===== src/rtl/kyber_decrypt_core_if.sv =====
// Ciphertext/key bundle in, decoded message out, for kyber_decrypt_core.
// Both directions are valid/ready: a transfer happens on a rising clk edge where valid && ready;
// the producer holds valid and data stable until that edge, and ready may depend on state only.
interface kyber_decrypt_core_if #(
  parameter int N      = 4,
  parameter int K      = 2,
  parameter int COEF_W = 5
);
  logic                     in_valid;
  logic                     in_ready;
  logic [K*N*COEF_W-1:0]    u_in;
  logic [N*COEF_W-1:0]      v_in;
  logic [K*N*COEF_W-1:0]    s_in;
  logic                     out_valid;
  logic                     out_ready;
  logic [N-1:0]             msg_out;
  logic                     busy;

  modport master (
    output in_valid, u_in, v_in, s_in, out_ready,
    input  in_ready, out_valid, msg_out, busy
  );

  modport slave (
    input  in_valid, u_in, v_in, s_in, out_ready,
    output in_ready, out_valid, msg_out, busy
  );
endinterface


===== src/rtl/kyber_decrypt_core.sv =====
// Iterative Kyber-style decryption: w = v - s^T*u in Z_Q[x]/(x^N+1), one MAC per cycle, then 1-bit decode.
// Optional w_out observation port is enabled with `define KYBER_DEC_WOUT_EN.
module kyber_decrypt_core #(
  parameter int Q      = 17,
  parameter int N      = 4,
  parameter int K      = 2,
  parameter int COEF_W = 5
) (
  input  logic                   clk,
  input  logic                   rst_n,
  kyber_decrypt_core_if.slave    bus,
`ifdef KYBER_DEC_WOUT_EN
  output logic [N*COEF_W-1:0]    w_out,
`endif
  output logic [1:0]             o_dbg_state
);
  localparam int NW   = (N > 1) ? $clog2(N) : 1;
  localparam int KW   = (K > 1) ? $clog2(K) : 1;
  localparam int PW   = 2 * COEF_W;
  localparam int Q_LO = (Q + 3) / 4;
  localparam int Q_HI = (3 * Q) / 4;

  localparam logic [1:0] S_IDLE = 2'd0;
  localparam logic [1:0] S_MAC  = 2'd1;
  localparam logic [1:0] S_SUB  = 2'd2;
  localparam logic [1:0] S_DONE = 2'd3;

  logic [1:0]        r_state;
  logic [COEF_W-1:0] r_u   [K][N];
  logic [COEF_W-1:0] r_s   [K][N];
  logic [COEF_W-1:0] r_v   [N];
  logic [COEF_W-1:0] r_acc [N];
  logic [KW-1:0]     r_k;
  logic [NW-1:0]     r_i;
  logic [NW-1:0]     r_j;
  logic              r_out_valid;
  logic [N-1:0]      r_msg;

  function automatic logic [COEF_W-1:0] mod_q(input logic [PW-1:0] x);
    return COEF_W'(x % PW'(Q));
  endfunction

  logic [PW-1:0]     w_prod;
  logic [COEF_W-1:0] w_p;
  logic [NW:0]       w_sum;
  logic              w_wrap;
  logic [NW-1:0]     w_m;
  logic [COEF_W-1:0] w_acc_cur;
  logic [COEF_W:0]   w_add;
  logic [COEF_W:0]   w_add_r;
  logic [COEF_W:0]   w_sub_t;
  logic [COEF_W-1:0] w_acc_nxt;
  logic              w_last_j;
  logic              w_last_i;
  logic              w_last_k;

  // Product term for (k,i,j); it lands on coefficient (i+j) mod N, negated when x^N wraps.
  always_comb begin
    w_prod    = PW'(r_s[r_k][r_i]) * PW'(r_u[r_k][r_j]);
    w_p       = mod_q(w_prod);
    w_sum     = {1'b0, r_i} + {1'b0, r_j};
    w_wrap    = (w_sum >= (NW+1)'(N));
    w_m       = w_wrap ? NW'(w_sum - (NW+1)'(N)) : NW'(w_sum);
    w_acc_cur = r_acc[w_m];
    w_add     = {1'b0, w_acc_cur} + {1'b0, w_p};
    w_add_r   = (w_add >= (COEF_W+1)'(Q)) ? (w_add - (COEF_W+1)'(Q)) : w_add;
    w_sub_t   = (w_acc_cur >= w_p) ? ({1'b0, w_acc_cur} - {1'b0, w_p})
                                   : ({1'b0, w_acc_cur} + (COEF_W+1)'(Q) - {1'b0, w_p});
    w_acc_nxt = w_wrap ? COEF_W'(w_sub_t) : COEF_W'(w_add_r);
    w_last_j  = (r_j == NW'(N - 1));
    w_last_i  = (r_i == NW'(N - 1));
    w_last_k  = (r_k == KW'(K - 1));
  end

  logic [COEF_W-1:0] w_w [N];
  logic [N-1:0]      w_msg;

  // A coefficient near Q/2 decodes to 1, near 0 (or Q) decodes to 0; both bounds inclusive.
  always_comb begin
    for (int n = 0; n < N; n++) begin
      w_w[n]   = (r_v[n] >= r_acc[n]) ? (r_v[n] - r_acc[n])
                                      : COEF_W'({1'b0, r_v[n]} + (COEF_W+1)'(Q) - {1'b0, r_acc[n]});
      w_msg[n] = (w_w[n] >= COEF_W'(Q_LO)) && (w_w[n] <= COEF_W'(Q_HI));
    end
  end

  always_ff @(posedge clk or negedge rst_n) begin
    if (!rst_n) begin
      r_state     <= S_IDLE;
      r_k         <= '0;
      r_i         <= '0;
      r_j         <= '0;
      r_out_valid <= 1'b0;
      r_msg       <= '0;
      for (int n = 0; n < N; n++) begin
        r_v[n]   <= '0;
        r_acc[n] <= '0;
      end
      for (int k = 0; k < K; k++) begin
        for (int n = 0; n < N; n++) begin
          r_u[k][n] <= '0;
          r_s[k][n] <= '0;
        end
      end
    end else begin
      case (r_state)
        S_IDLE: begin
          if (bus.in_valid) begin
            // Operands are reduced on capture so the MAC datapath only ever sees values < Q.
            for (int k = 0; k < K; k++) begin
              for (int n = 0; n < N; n++) begin
                r_u[k][n] <= mod_q(PW'(bus.u_in[(k*N+n)*COEF_W +: COEF_W]));
                r_s[k][n] <= mod_q(PW'(bus.s_in[(k*N+n)*COEF_W +: COEF_W]));
              end
            end
            for (int n = 0; n < N; n++) begin
              r_v[n]   <= mod_q(PW'(bus.v_in[n*COEF_W +: COEF_W]));
              r_acc[n] <= '0;
            end
            r_k     <= '0;
            r_i     <= '0;
            r_j     <= '0;
            r_state <= S_MAC;
          end
        end
        S_MAC: begin
          r_acc[w_m] <= w_acc_nxt;
          if (w_last_j) begin
            r_j <= '0;
            if (w_last_i) begin
              r_i <= '0;
              if (w_last_k) begin
                r_k     <= '0;
                r_state <= S_SUB;
              end else begin
                r_k <= r_k + 1'b1;
              end
            end else begin
              r_i <= r_i + 1'b1;
            end
          end else begin
            r_j <= r_j + 1'b1;
          end
        end
        S_SUB: begin
          r_msg       <= w_msg;
          r_out_valid <= 1'b1;
          r_state     <= S_DONE;
        end
        S_DONE: begin
          if (bus.out_ready) begin
            r_out_valid <= 1'b0;
            r_state     <= S_IDLE;
          end
        end
        default: r_state <= S_IDLE;
      endcase
    end
  end

`ifdef KYBER_DEC_WOUT_EN
  logic [COEF_W-1:0] r_w [N];

  always_ff @(posedge clk or negedge rst_n) begin
    if (!rst_n) begin
      for (int n = 0; n < N; n++) r_w[n] <= '0;
    end else if (r_state == S_SUB) begin
      for (int n = 0; n < N; n++) r_w[n] <= w_w[n];
    end
  end

  always_comb begin
    w_out = '0;
    for (int n = 0; n < N; n++) w_out[n*COEF_W +: COEF_W] = r_w[n];
  end
`endif

  assign bus.in_ready  = (r_state == S_IDLE);
  assign bus.busy      = (r_state != S_IDLE);
  assign bus.out_valid = r_out_valid;
  assign bus.msg_out   = r_msg;
  assign o_dbg_state   = r_state;
endmodule


===== src/flat_wrapper.sv =====
// flat-port wrapper written by rule: the top's interface ports become plain ports
module kyber_decrypt_core_flat 
#(
  parameter int Q      = 17,
  parameter int N      = 4,
  parameter int K      = 2,
  parameter int COEF_W = 5
)
  (clk, rst_n, o_dbg_state, bus_in_valid, bus_u_in, bus_v_in, bus_s_in, bus_out_ready, bus_in_ready, bus_out_valid, bus_msg_out, bus_busy);
  kyber_decrypt_core_if #(.N(N), .K(K), .COEF_W(COEF_W)) bus_i ();
  input  logic clk;
  input  logic rst_n;
  output logic [1:0] o_dbg_state;
  input wire logic [$bits(bus_i.in_valid)-1:0] bus_in_valid;
  input wire logic [$bits(bus_i.u_in)-1:0] bus_u_in;
  input wire logic [$bits(bus_i.v_in)-1:0] bus_v_in;
  input wire logic [$bits(bus_i.s_in)-1:0] bus_s_in;
  input wire logic [$bits(bus_i.out_ready)-1:0] bus_out_ready;
  output wire logic [$bits(bus_i.in_ready)-1:0] bus_in_ready;
  output wire logic [$bits(bus_i.out_valid)-1:0] bus_out_valid;
  output wire logic [$bits(bus_i.msg_out)-1:0] bus_msg_out;
  output wire logic [$bits(bus_i.busy)-1:0] bus_busy;
  assign bus_i.in_valid = bus_in_valid;
  assign bus_i.u_in = bus_u_in;
  assign bus_i.v_in = bus_v_in;
  assign bus_i.s_in = bus_s_in;
  assign bus_i.out_ready = bus_out_ready;
  assign bus_in_ready = bus_i.in_ready;
  assign bus_out_valid = bus_i.out_valid;
  assign bus_msg_out = bus_i.msg_out;
  assign bus_busy = bus_i.busy;
  kyber_decrypt_core #(.Q(Q), .N(N), .K(K), .COEF_W(COEF_W)) u_core (.clk(clk), .rst_n(rst_n), .bus(bus_i), .o_dbg_state(o_dbg_state));
endmodule

===== config.mk =====
export PLATFORM = sky130hd
export DESIGN_NAME = kyber_decrypt_core_flat
export DESIGN_NICKNAME = d
export VERILOG_FILES = /design/src/rtl/kyber_decrypt_core_if.sv /design/src/rtl/kyber_decrypt_core.sv /design/src/flat_wrapper.sv
export SDC_FILE = /design/constraint.sdc
export NUM_CORES = 1
export LEC_CHECK = 0
export CORE_UTILIZATION = 40
export CTS_CLUSTER_DIAMETER = 80
export CTS_CLUSTER_SIZE = 20
export DETAILED_ROUTE_END_ITERATION = 10
export GPL_ROUTABILITY_DRIVEN = 0
export GPL_TIMING_DRIVEN = 0
export PLACE_DENSITY_LB_ADDON = 0.05
export SLEW_MARGIN = 20
export SYNTH_ARGS = -nofsm -noshare
export SYNTH_HDL_FRONTEND = slang
export SYNTH_SLANG_ARGS = --single-unit

===== constraint.sdc =====
create_clock -name clk -period 25.9 [get_ports clk]
set_input_delay 2.59 -clock clk [delete_from_list [all_inputs] [get_ports clk]]
set_output_delay 2.59 -clock clk [all_outputs]
set_load 0.005 [all_outputs]

After elaboration in Yosys (flattened, before gate mapping)

Index checks and enable logic that the tools add are counted.

Add/subtract/negate cells: 22
Multipliers: 1
Divide/modulo/power cells: 21
$lt $le $gt $ge: 20
Eq/ne operators: 10
Mux-type cells: 47
Bitwise gates (word level): 4
Reductions and logical operators: 15

Operators by type and width:

| operator                | count |
|---|---|
| $mod A5 B5 Y10 const B  | 20 |
| $mux W20                | 7 |
| $mux W5                 | 14 |
| $sub A5 B5 Y5           | 10 |
| $pmux W20 S2            | 1 |
| $bmux W5 S2             | 3 |
| $add A5 B5 Y5 const B   | 5 |
| $ge A5 B5 Y1            | 5 |
| $bwmux W20              | 1 |
| $ge A5 B3 Y1 const B    | 4 |
| $le A5 B4 Y1 const B    | 4 |
| $mux W2                 | 10 |
| $ge A3 B3 Y1 const B    | 4 |
| $demux W5 S2            | 1 |
| $mod A10 B5 Y10 const B | 1 |
| $mul A5 B5 Y10          | 1 |
| $not A2 Y3              | 3 |
| $eq A2 B2 Y1 const B    | 4 |
| $pmux W2 S2             | 2 |
| $pmux W2 S4             | 1 |
| $add A5 B5 Y6           | 1 |
| $ge A6 B5 Y1 const B    | 1 |
| $ne A2 B1 Y1 const B    | 3 |
| $reduce_and A2 Y1       | 3 |
| 18 further kinds        | 31 |

Bits in registers: 132
Output and inout port bits: 9
Word-level logic and storage cells: 170

Logic depth before layout (Yosys ltp)

Depth in word-level cells: 15
Mapped depth: 49
Gate-level depth less buffers: 43

Worst setup path after synthesis

OpenSTA, ideal clock, no wires.

Path type: register -> register
From: register u_core.r_k
To: register u_core.r_acc[13] in the netlist's numbering
Data arrival time: 10.937 ns
Data required time: 25.768 ns
Setup slack: 14.831 ns
Stages on the path, launching flop included: 47
Path buffers: 6
Clock period less this slack: 11.069 ns
Cell sequence: dfrtp_1 > clkbuf_1 > buf_1 > mux4_2 > mux2i_1 > or2_2 > fa_1 > fa_1 > fa_1 > inv_1 > ha_1 > buf_6 > and3_1 > a221oi_2 > nor3_2 > or3_1 > buf_2 > o211a_1 > (+11 left out) > xnor2_1 > ha_1 > o221ai_2 > o32a_1 > buf_6 > xnor2_1 > ha_1 > inv_1 > fa_1 > o21bai_1 > a21oi_1 > xnor2_1 > o31ai_1 > nand2_1 > nand4_1 > xnor2_1 > o21ai_0 > o21ai_0

Cells in the longest elaborated chain, start to end: 15
Elaborated cells between the ends (all ways): 26

RTL lines:

| what                                          | RTL line                  | text |
|---|---|---|
| from (decl)                                   | kyber_decrypt_core.sv:33  | `logic [KW-1:0] r_k;` |
| from (signal assigned)                        | kyber_decrypt_core.sv:136 | `r_k <= r_k + 1'b1;` |
| $not A1 Y2 (implied by the code) (*)          | kyber_decrypt_core.sv:59  | `w_prod = PW'(r_s[r_k][r_i]) * PW'(r_u[r_k][r_j]);` |
| $mux W20 (implied by the code) (3 in series)  | kyber_decrypt_core.sv:59  |  |
| $bmux W5 S2                                   | kyber_decrypt_core.sv:59  |  |
| $mux W5 (implied by the code) (2 in series)   | kyber_decrypt_core.sv:59  |  |
| $mul A5 B5 Y10 (*)                            | kyber_decrypt_core.sv:59  |  |
| $mod A10 B5 Y10 (*)                           | kyber_decrypt_core.sv:40  | `return COEF_W'(x % PW'(Q));` |
| $add A5 B5 Y6                                 | kyber_decrypt_core.sv:65  | `w_add = {1'b0, w_acc_cur} + {1'b0, w_p};` |
| $sub A5 B5 Y5 or $ge A6 B5 Y1 (tied branches) | kyber_decrypt_core.sv:66  | `w_add_r = (w_add >= (COEF_W+1)'(Q)) ? (w_add - (COEF_W+1)'(Q)) : w_add;` |
| $mux W5                                       | kyber_decrypt_core.sv:66  |  |
| $mux W5 (*)                                   | kyber_decrypt_core.sv:69  | `w_acc_nxt = w_wrap ? COEF_W'(w_sub_t) : COEF_W'(w_add_r);` |
| $bwmux W20 (*)                                | kyber_decrypt_core.sv:127 | `r_acc[w_m] <= w_acc_nxt;` |
| $pmux W20 S2 (*)                              | kyber_decrypt_core.sv:106 | `case (r_state)` |
| to (signal, indexed assignment)               | kyber_decrypt_core.sv:127 |  |
| to (decl)                                     | kyber_decrypt_core.sv:32  | `logic [COEF_W-1:0] r_acc [N];` |

Every way passes the cells marked *; elsewhere a longest branch is shown, timed or not. The select of a mux whose other input is x is not followed.
A chain may end at the register's enable or synchronous reset.

Final worst setup path

Same ends and word-level chain as after synthesis.

==> impl_metrics.toml <==
[run_status]
run_status = "complete, no violations"

[routing]
vias = 9925
detail_route.iter0.violations = 683
routed_wirelength_um = 29600
dr.pass1.iters = 5
antenna_left = 0
wl_per_cell_um = 15.5
drc = 0
vias_per_cell = 5.20

[sta]
worst_slew_margin_rel = 0.371
worst_pin_slew_ps = 935
hold_violations = 0
fmax_ghz = 0.0763
slew_violations = 0
min_period_ps = 13110
final.setup.tns_ps = 0
rsz0062_at_grt = "no"
finalSetupViolCount = 0
post-route-period-util = 0.506
clock_skew_ps = 13.5

[floorplanning]
start_util = 0.411
dieHeight_um = 175
ioPinCount = 113
core.rowCount = 62
die_w_um = 175
dieArea_um2 = 30500
core_um2 = 29000

[global_routing]
antenna_found_initial = 0
grt.overflow.total = 0
grt_pass1_wl_um = 49600
grt_pass1_vias = 9906
grt_util_all_layers = 0.202
grt_max_degree = 76

[min_path]
hold_class = "flop to flop"

[yosys]
avgSynthCellArea_um2 = 8.65
seq_area_frac_synth = 0.277
ys_seq_elements = 132
syn_inst = 1378
ys.flop_type = "dfrtp_1"
ys_types = 87
async_reset_ff_frac = 1.00
synth_edf_count = 0
synth_nets = 1639
syn_area_um2 = 11900
ys.warnings.count = 0

[final_layout]
drive_gt1_frac = 0.0729
antenna_cells = 0
fin_util = 0.488
fin_nets = 1771
area_growth_pct = 18.7

[critical_path]
end_kind = "flop"
worstPathArrival_ps = 13390
crit_path_start_kind = "flop"
max_stage_delay_ps = 710
slowest_stage = "buf_1"
path_class = "flop to flop"
crit_fanout = 10
cp.required_ps = 26180

[clock_network]
clockRootBuffer = "clkbuf_16"
clk-insertion-delay-late_ps = 430
clockBufferDepth = 2
htree_levels = 4
clk_pin_slew_worst_paths_ps = 60
cts-buffers-inserted = 17
hold_buffers = 0
cts_resized = 0
cts_setup_buffers = 0
cts_tree = "yes"
cts_sinks = 132

[placement]
portBuffers = 112
hpwlAfterDp_um = 23800

[job]
drv_cap = 0
sequential cells by signal (all words and copies together), names as in the netlist:
register,count
u_core.bus.msg_out,4
u_core.bus.out_valid,1
u_core.o_dbg_state,2
u_core.r_acc,20
u_core.r_i,2
u_core.r_j,2
u_core.r_k,1
u_core.r_s,40
u_core.r_u,40
u_core.r_v,20
cells in the mapped netlist (4+ instances only):
cell	count	area [µm²]
nand2b_1	16	100
a31oi_1	8	50.1
clkbuf_1	33	124
or2_2	12	75.1
nand3_1	20	100
or3_1	25	156
dfrtp_1	132	3300
nor4_1	21	131
o221ai_1	4	35.0
a22o_1	11	96.3
mux2i_1	13	130
nor2_1	111	417
fa_1	31	621
xnor2_1	92	806
mux4_2	25	563
a21o_1	14	105
a21oi_1	65	325
o22ai_1	9	56.3
o21ai_0	165	826
xor2_1	13	114
inv_1	160	601
and3_1	4	25.0
nand2_1	159	597
nor3_1	12	60.1
ha_1	126	1580
a211oi_1	5	37.5
o31ai_1	5	37.5
placed cells by master (no fill, tap or decap), drive strengths merged, types with 13 or more instances in the layout:
master | synthesis | layout
nand2 | 160 | 160
nor3 | 16 | 16
ha | 126 | 126
mux4 | 25 | 25
xnor2 | 92 | 92
fa | 31 | 31
a21oi | 65 | 65
dfrtp | 132 | 132
inv | 160 | 166
clkdlybuf4s50 | 0 | 111
or2 | 13 | 13
nand2b | 16 | 16
nor4 | 21 | 21
nand3 | 20 | 20
a21o | 18 | 18
xor2 | 13 | 13
mux2i | 14 | 14
or3 | 27 | 27
nor2 | 111 | 111
o21ai | 167 | 167
clkbuf | 34 | 52
cell type report:
cell class	count	area, µm²
multi-input cells	1043	7810
clock buffers	18	429
clock inverters	14	168
flip-flops and latches	132	3300
plain buffers	43	213
fillers	2852	14900
well taps	384	480
inverters	160	601
repair buffers	113	1150
worst paths after layout:
| path | start | end | slack (ps) | cells past startpoint |
|---|---|---|---|---|
| min | u_core.r_u[7]$_DFFE_PN0P_ | u_core.r_u[7]$_DFFE_PN0P_ | 480 | 2 |
| max reg2reg | u_core.r_k$_DFFE_PN0P_ | u_core.r_acc[13]$_DFFE_PN0P_ | 12790 | 45 |
| min reg2reg | u_core.r_u[7]$_DFFE_PN0P_ | u_core.r_u[7]$_DFFE_PN0P_ | 480 | 2 |
| max in group asynchronous | rst_n | u_core.r_s[8]$_DFFE_PN0P_ | 23070 | 2 |
| min in group asynchronous | rst_n | u_core.r_u[34]$_DFFE_PN0P_ | 2060 | 1 |
| max | u_core.r_k$_DFFE_PN0P_ | u_core.r_acc[13]$_DFFE_PN0P_ | 12790 | 45 |
per-layer routing:
metal  routed length (µm)  track usage  vias up
met4                  426       0.0471        0
met3                  969       0.0318       33
li1                     -            -     4993
met5                    0            0        -
met1                14000        0.267     4717
met2                14200        0.345      182
through the flow:
| step | cell area (µm²) | setup slack, ps | hold WS [ps] | std cells |
|---|---|---|---|---|
| final | 14200 | 12790 | 478 | 1907 |
| after detailed placement | 13600 | 12800 | 466 | 1875 |
| after global routing | 14200 | 11670 | 503 | 1907 |
| after floorplan | 11900 | 14830 | 445 | 1378 |
| after global placement | 13500 | 12830 | 457 | 1874 |
| after CTS | 14200 | 12730 | 481 | 1907 |
critical path: cells and delay by family (launching register included):
family,cells,cell delay (ps)
flops,1,320
buf+inv,7,1710
fa+ha+maj,8,3010
xor+xnor,5,1610
compound gates,15,3460
mux,2,1130
simple gates,8,1700
logic make-up after synthesis:
kind of cell,count (synthesis),share of synthesized area
simple gates,403,0.156
compound gates,334,0.172
buf+inv,203,0.0682
fa+ha+maj,158,0.185
flops,132,0.277
xor+xnor,105,0.0771
mux,43,0.0641
Power is left out: the tool's default activity adds up to more than one toggle a clock period on the data nets, which glitch-free logic cannot reach.
